===== config.mk =====
export PLATFORM = sky130hd
export DESIGN_NAME = tape_unit
export DESIGN_NICKNAME = d
export VERILOG_FILES = /design/src/rtl/tape_pkg.sv /design/src/rtl/tape_unit.sv
export SDC_FILE = /design/constraint.sdc
export NUM_CORES = 1
export LEC_CHECK = 0
export CAP_MARGIN = 20
export CORE_ASPECT_RATIO = 1.25
export CORE_MARGIN = 8
export CORE_UTILIZATION = 44
export DETAILED_ROUTE_END_ITERATION = 16
export PLACE_DENSITY = 0.85
export SLEW_MARGIN = 0
export SYNTH_ARGS = -nofsm -noshare
export SYNTH_HDL_FRONTEND = slang
export SYNTH_SLANG_ARGS = --single-unit

===== constraint.sdc =====
create_clock -name clk -period 3.3 [get_ports clk]
set_clock_uncertainty 0.1 [all_clocks]
set_input_delay 0.33 -clock clk [delete_from_list [all_inputs] [get_ports clk]]
set_output_delay 0.33 -clock clk [all_outputs]
set_load 0.02 [all_outputs]

===== src/rtl/tape_pkg.sv =====
// Shared types for the tape unit: operation codes, FSM states and opcode decoding.
package tape_pkg;

  typedef enum logic [2:0] {
    OP_PTR_INC   = 3'd0,
    OP_PTR_DEC   = 3'd1,
    OP_CELL_INC  = 3'd2,
    OP_CELL_DEC  = 3'd3,
    OP_CELL_LOAD = 3'd4,
    OP_CELL_READ = 3'd5
  } op_t;

  typedef enum logic [1:0] {
    IDLE  = 2'd0,
    READ  = 2'd1,
    WRITE = 2'd2,
    RESP  = 2'd3
  } state_t;

  // Codes 6 and 7 are not defined and behave as a plain cell read.
  function automatic op_t decode_op(input logic [2:0] raw);
    case (raw)
      3'd0:    return OP_PTR_INC;
      3'd1:    return OP_PTR_DEC;
      3'd2:    return OP_CELL_INC;
      3'd3:    return OP_CELL_DEC;
      3'd4:    return OP_CELL_LOAD;
      default: return OP_CELL_READ;
    endcase
  endfunction

endpackage


===== src/rtl/tape_unit.sv =====
// Tape (data pointer + cell) execution unit: one operation at a time against an
// external RAM with combinational read, single-cycle write.
module tape_unit
  import tape_pkg::*;
#(
  parameter int addr_bits = 16,
  parameter int data_bits = 8
) (
  input  logic                 clk,
  input  logic                 rst,
  input  logic                 req_valid,
  output logic                 req_ready,
  input  logic [2:0]           req_op,
  input  logic [data_bits-1:0] req_data,
  output logic                 resp_valid,
  input  logic                 resp_ready,
  output logic [data_bits-1:0] resp_data,
  output logic                 resp_zero,
  output logic [addr_bits-1:0] ptr,
  output logic [addr_bits-1:0] ram_address,
  output logic                 ram_write_enable,
  output logic [data_bits-1:0] ram_data_in,
  input  logic [data_bits-1:0] ram_data_out
);

  state_t               state_q, state_d;
  op_t                  op_q, op_d;
  op_t                  req_op_dec;
  logic [addr_bits-1:0] ptr_q, ptr_d;
  logic [data_bits-1:0] cell_q, cell_d;
  logic [data_bits-1:0] wdata_q, wdata_d;

  function automatic logic [data_bits-1:0] cell_step(input op_t op,
                                                     input logic [data_bits-1:0] v);
    if (op == OP_CELL_DEC) return v - 1'b1;
    return v + 1'b1;
  endfunction

  assign req_op_dec = decode_op(req_op);

  always_comb begin
    state_d = state_q;
    op_d    = op_q;
    ptr_d   = ptr_q;
    cell_d  = cell_q;
    wdata_d = wdata_q;
    case (state_q)
      IDLE: begin
        if (req_valid) begin
          op_d = req_op_dec;
          case (req_op_dec)
            OP_PTR_INC: begin
              ptr_d   = ptr_q + 1'b1;
              state_d = READ;
            end
            OP_PTR_DEC: begin
              ptr_d   = ptr_q - 1'b1;
              state_d = READ;
            end
            OP_CELL_LOAD: begin
              wdata_d = req_data;
              state_d = WRITE;
            end
            default: state_d = READ;
          endcase
        end
      end
      READ: begin
        cell_d = ram_data_out;
        if (op_q == OP_CELL_INC || op_q == OP_CELL_DEC) begin
          wdata_d = cell_step(op_q, ram_data_out);
          state_d = WRITE;
        end else begin
          state_d = RESP;
        end
      end
      WRITE: begin
        // The response reports the value just written.
        cell_d  = wdata_q;
        state_d = RESP;
      end
      RESP: begin
        if (resp_ready) state_d = IDLE;
      end
      default: state_d = IDLE;
    endcase
  end

  always_ff @(posedge clk or posedge rst) begin
    if (rst) begin
      state_q <= IDLE;
      op_q    <= OP_CELL_READ;
      ptr_q   <= '0;
      cell_q  <= '0;
      wdata_q <= '0;
    end else begin
      state_q <= state_d;
      op_q    <= op_d;
      ptr_q   <= ptr_d;
      cell_q  <= cell_d;
      wdata_q <= wdata_d;
    end
  end

  assign req_ready        = (state_q == IDLE);
  assign resp_valid       = (state_q == RESP);
  assign ram_write_enable = (state_q == WRITE);
  assign ram_address      = ptr_q;
  assign ptr              = ptr_q;
  assign ram_data_in      = wdata_q;
  assign resp_data        = cell_q;
  assign resp_zero        = (cell_q == '0);

endmodule


## Yosys cells after proc, flatten, opt, wreduce, memory -nomap -nowiden

Index checks and enable logic that the tools add are counted.
W data, S select, Z words.

| cells by class | value |
|---|---|
| reduce and logical (&&, ||, !) cells | 12 |
| eq/ne operators | 15 |
| multiplexer cells | 17 |
| add/subtract/negate cells | 4 |

Operator list:

| cell | number |
|---|---|
| $mux W8 | 5 |
| $pmux W16 S2 | 1 |
| $pmux W8 S2 | 2 |
| $add A16 B1 Y16 const B | 1 |
| $sub A16 B1 Y16 const B | 1 |
| $pmux W3 S5 | 1 |
| $eq A3 B2 Y1 const B | 4 |
| $add A8 B1 Y8 const B | 1 |
| $logic_not A8 Y1 | 1 |
| $pmux W2 S4 | 1 |
| $sub A8 B1 Y8 const B | 1 |
| $eq A3 B1 Y1 const B | 2 |
| $eq A3 B3 Y1 const B | 2 |
| $logic_not A3 Y1 | 2 |
| $mux W2 | 3 |
| $reduce_bool A2 Y1 | 3 |
| $eq A2 B2 Y1 const B | 2 |
| $mux W1 | 4 |
| $ne A2 B1 Y1 const B | 2 |
| $ne A2 B2 Y1 const B | 2 |
| $reduce_and A2 Y1 | 2 |
| $reduce_and A4 Y1 | 1 |
| $reduce_and A3 Y1 | 1 |
| $eq A2 B1 Y1 const B | 1 |
| 2 further kinds | 2 |

| word-level totals | value |
|---|---|
| bits of input ports | 23 |
| flip-flop bits (word level) | 37 |
| output and inout port bits | 52 |

## Depth between registers and ports, before layout

| depth | value |
|---|---|
| depth after elaboration | 7 |
| gate-level depth with buffers | 10 |
| depth with buffers taken out | 9 |

## Least setup slack after synthesis

OpenSTA, ideal clock, no wires.

| path | value |
|---|---|
| path type | input to register |
| from | input req_op[2] |
| to | register ptr_q[15], in the netlist ptr[15] |
| arrival time | 3187 ps |
| setup slack | -116 ps |
| data required time | 3070 ps |
| cell stages on the path | 8 |
| buffers on the path | 0 |
| setup time | 130 ps |
| cells stage by stage | nor3b_1 > ha_1 > a2111o_1 > a21oi_2 > nor4b_1 > o21ai_1 > or3b_1 > xnor2_1 |

| on the way | value |
|---|---|
| word-level cells in the longest chain between the ends | 5 |
| elaborated cells on any way between the ends | 11 |
| classes of those cells | eq/ne (5); mux (2); reduce/logical (4) |

RTL lines:

| element | RTL line | text |
|---|---|---|
| start: declaration | tape_unit.sv:13 | `input logic [2:0] req_op,` |
| $eq A3 B3 Y1 (tied with other cells) | tape_pkg.sv:22 | `case (raw)` |
| $pmux W3 S5 * | tape_pkg.sv:22 |  |
| $eq A3 B1 Y1 / $logic_not A3 Y1 (equally long branches) | tape_unit.sv:51 | `case (req_op_dec)` |
| $reduce_bool A2 Y1 (no line) | -- |  |
| $reduce_and A3 Y1 (no line) | -- |  |
| end signal: assignment | tape_unit.sv:99 | `ptr_q <= ptr_d;` |
| end: declaration | tape_unit.sv:29 | `logic [addr_bits-1:0] ptr_q, ptr_d;` |

Every way passes the cells marked *; elsewhere a longest branch is shown, timed or not.
A chain may end at the register's enable or synchronous reset.

## Final worst setup path

| path | value |
|---|---|
| from | input req_op[1] |
| to | register ptr_q[12], in the netlist ptr[12] |

The elaborated chain is that of the path after synthesis.

==> results.md <==
- Status: finished clean
- Arr. time, crit path: 2900 ps
- Post-Synth Adder-Cell Area: 0.126
- Hold_buf cts: 0
- Num CTS Buffers: 5
- Final hold viol count: 0
- Die Span Y: 104 um
- Largest net degree at the start of global routing: 38
- Worst EP required: 3370 ps
- Crit-path slowest cell: clkdlybuf4s50_1
- Fin. max-slew vios: 0
- Num rows: 32
- Port buffer count: 74
- Max Cap Viol: 0
- Largest cells by area after synthesis: dfrtp_1, ha_1, a21oi_1
- DR pass1 iterations: 4
- Fraction of the mapped netlist area in simple logic gates: 0.132
- Clock Tree Buf Depth: 2
- Vias in the first global route: 2,402
- Commonest cells after routing, fill and taps aside: clkdlybuf4s50_1, dfrtp_1, a21oi_1
- Synth area leader: dfrtp_1
- Detail Route Antenna Nets: 0
- Final worst-path cycle share: 0.859
- Max Freq: 353 MHz
- Last weighted congestion value of the routability-driven placer: 0.874
- Ratio of cells with drive above 1 in the final layout: 0.0575
- CTS root buf: clkbuf_8
- Share of the synthesized area in the top cell type: 0.323
- Total negative slack: 0 ps
- Worst Setup Start Kind: input port
- Initial antenna violation count: 0
- End-of-flow core utilization: 0.582
- Commonest non-fill, non-tap cell in the layout: clkdlybuf4s50_1
- Levels on crit path: 10
- Synthesized flop and latch total: 37
- Fill cell count: 562
- Antenna Cells: 0
- Worst-Skew Late Latency: 290 ps
- GRT Overall Usage: 0.150
- Vias/cell: 5.17
- 1st-iter DRT viols: 72
- I/O Pins: 75
- R2R setup slack: 560 ps
- Post-synth cell types: 47
- Remaining DRCs: 0
- Unrepaired setup endpoints after global routing: no
- Synth Area in Compound Gates: 0.204
- Cell Area, Synth: 2710 um^2
- PD cells: 888 nW/um^2
- Net count after synthesis: 353
- Die Footprint: 8950 um^2
- Tmin final: 2830 ps
- Avg Cell Area, Syn: 8.92 um^2
- Layout area overhead: 30.6%
- Worst min-delay path class: in -> async
- Initial Util: 0.446
- Post-CTS Resized: 0
- CP max stage delay: 480 ps
- CTS tree: yes
- Multi-input gate area in the final layout: 1580 um^2
- Fin nets: 413
- Via count: 2,326
- Worst-path clk slew: 70 ps
- Seq/Total Area, Yosys: 0.342
- FF-to-FF Start: op_q[2]$_DFFE_PP1P_
- WP buf/inv: 2
- Setup crit end: ptr[12]$_DFFE_PP0P_
- Setup-failing EPs final: 0
- CP cell instances: clkdlybuf4s50_1 > nor3b_2 > buf_12 > ha_1 > a211oi_1 > o211ai_1 > and4_1 > a311o_1 > xnor2_1 > o21ai_1
- H-tree levels: 2
- Post-synthesis mux area share: 0.0531
- Sinks on Clock Net: 37
- DR WL/cell: 14.7 um
- Synthesized instance count: 304
- Largest family of logic cells by synthesized area: compound AO/OA/AOI/OAI gates
- Post-synthesis async set-or-reset flop share: 1.00
- Xor/xnor share of the synthesized area: 0.0646
- LEAKAGE: 1.54 nW
- Synth warn: 0
- Core outline area: 6090 um^2
- Worst-margin pin slew: 593 ps
- Reg2reg end: ram_data_in[7]$_DFFE_PP0P_
- Drt total wl: 6.59 mm
- Prevailing post-synth register cell: dfrtp_1
- Post-CTS Setup Inserts: 0
- Detailed Place HPWL: 5.27 mm
- First-pass GRT wire length: 11.0 mm
- Crit. End Element: register
- Number of flops mapped to enable cells by yosys: 0
- Die width: 86.2 um
- Path type of the worst setup path: in -> reg
- Max-slew headroom: 0.605
- CP Max Fanout: 17
- Total Power: 0.00314 W
- Top delay family on crit path: compound AO/OA/AOI/OAI gates
- R2R depth: 9
- Gr ovfl total: 0
- Worst vdd ir: 414 uV
- Seq. cell area: 928 um^2
- Critical Path Source: req_op[1]
[where the power goes]
| group | switching (W) | internal (W) | leakage (nW) | total [W] |
|---|---|---|---|---|
| clock network | 0.000158 | 0.000170 | 0.0455 | 0.000328 |
| registers | 0.000191 | 0.000675 | 0.448 | 0.000865 |
| logic | 0.00106 | 0.000892 | 1.05 | 0.00195 |
[synthesized netlist by cell type, types with 4 or more instances]
cell / number
buf_2: 4
xnor2_1: 10
nor2_1: 27
nand2b_1: 4
dfrtp_1: 35
a21o_1: 6
nand2_1: 27
mux2i_1: 11
buf_4: 16
clkbuf_1: 6
o21ai_1: 6
xor2_1: 10
a211oi_1: 4
ha_1: 24
o21ai_0: 25
nor3_1: 5
inv_1: 12
a21oi_1: 29
[tightest hold or removal path, stage by stage]
cell	delay [ps]
clkdlybuf4s50_1	400
inv_1	50
buf_4	410
[state kept, by name (all words and copies together), names as in the netlist]
signal	flops
resp_data	8
state_q	2
ptr	16
ram_data_in	8
op_q	3
[stage by stage]
| step | cell area, um^2 | instances | worst slack, ps | hold WS (ps) |
|---|---|---|---|---|
| final | 3540 | 450 | 467 | 362 |
| after floorplan | 2720 | 304 | 423 | 358 |
| after global routing | 3540 | 450 | 311 | 417 |
| after global placement | 3450 | 442 | 211 | 372 |
| after detailed placement | 3450 | 442 | 194 | 376 |
| after CTS | 3540 | 450 | 472 | 371 |
[per-layer routing]
| layer | part of all wire | global-route usage | vias to the layer above |
|---|---|---|---|
| li1 | - | - | 1183 |
| met1 | 0.43 | 0.167 | 1064 |
| met2 | 0.49 | 0.266 | 68 |
| met3 | 0.066 | 0.0411 | 11 |
| met4 | 0.014 | 0.0481 | 0 |
| met5 | 0 | 0 | - |
[cell families after synthesis]
family          after synthesis
flops                        37
compound gates               90
mux                          14
buf+inv                      39
fa+ha+maj                    26
simple gates                 78
xor+xnor                     20
[layout make-up]
cell class	instances	share of cell area
multi-input combinational	228	0.445
sequential	37	0.262
timing repair buffer	79	0.223
tap	85	0.0300
clock buffer	8	0.0254
inverter	13	0.0138
[worst min path at each step]
| stage | end |
|---|---|
| 2_1_floorplan | op_q[0]$_DFFE_PP1P_ |
| 3_3_place_gp | op_q[0]$_DFFE_PP1P_ |
| 3_5_place_dp | op_q[0]$_DFFE_PP1P_ |
| 4_1_cts | ram_data_in[0]$_DFFE_PP0P_ |
| 5_1_grt | op_q[0]$_DFFE_PP1P_ |
| 6_report | ptr[11]$_DFFE_PP0P_ |
No activity file was read; power rests on OpenSTA's default activity.
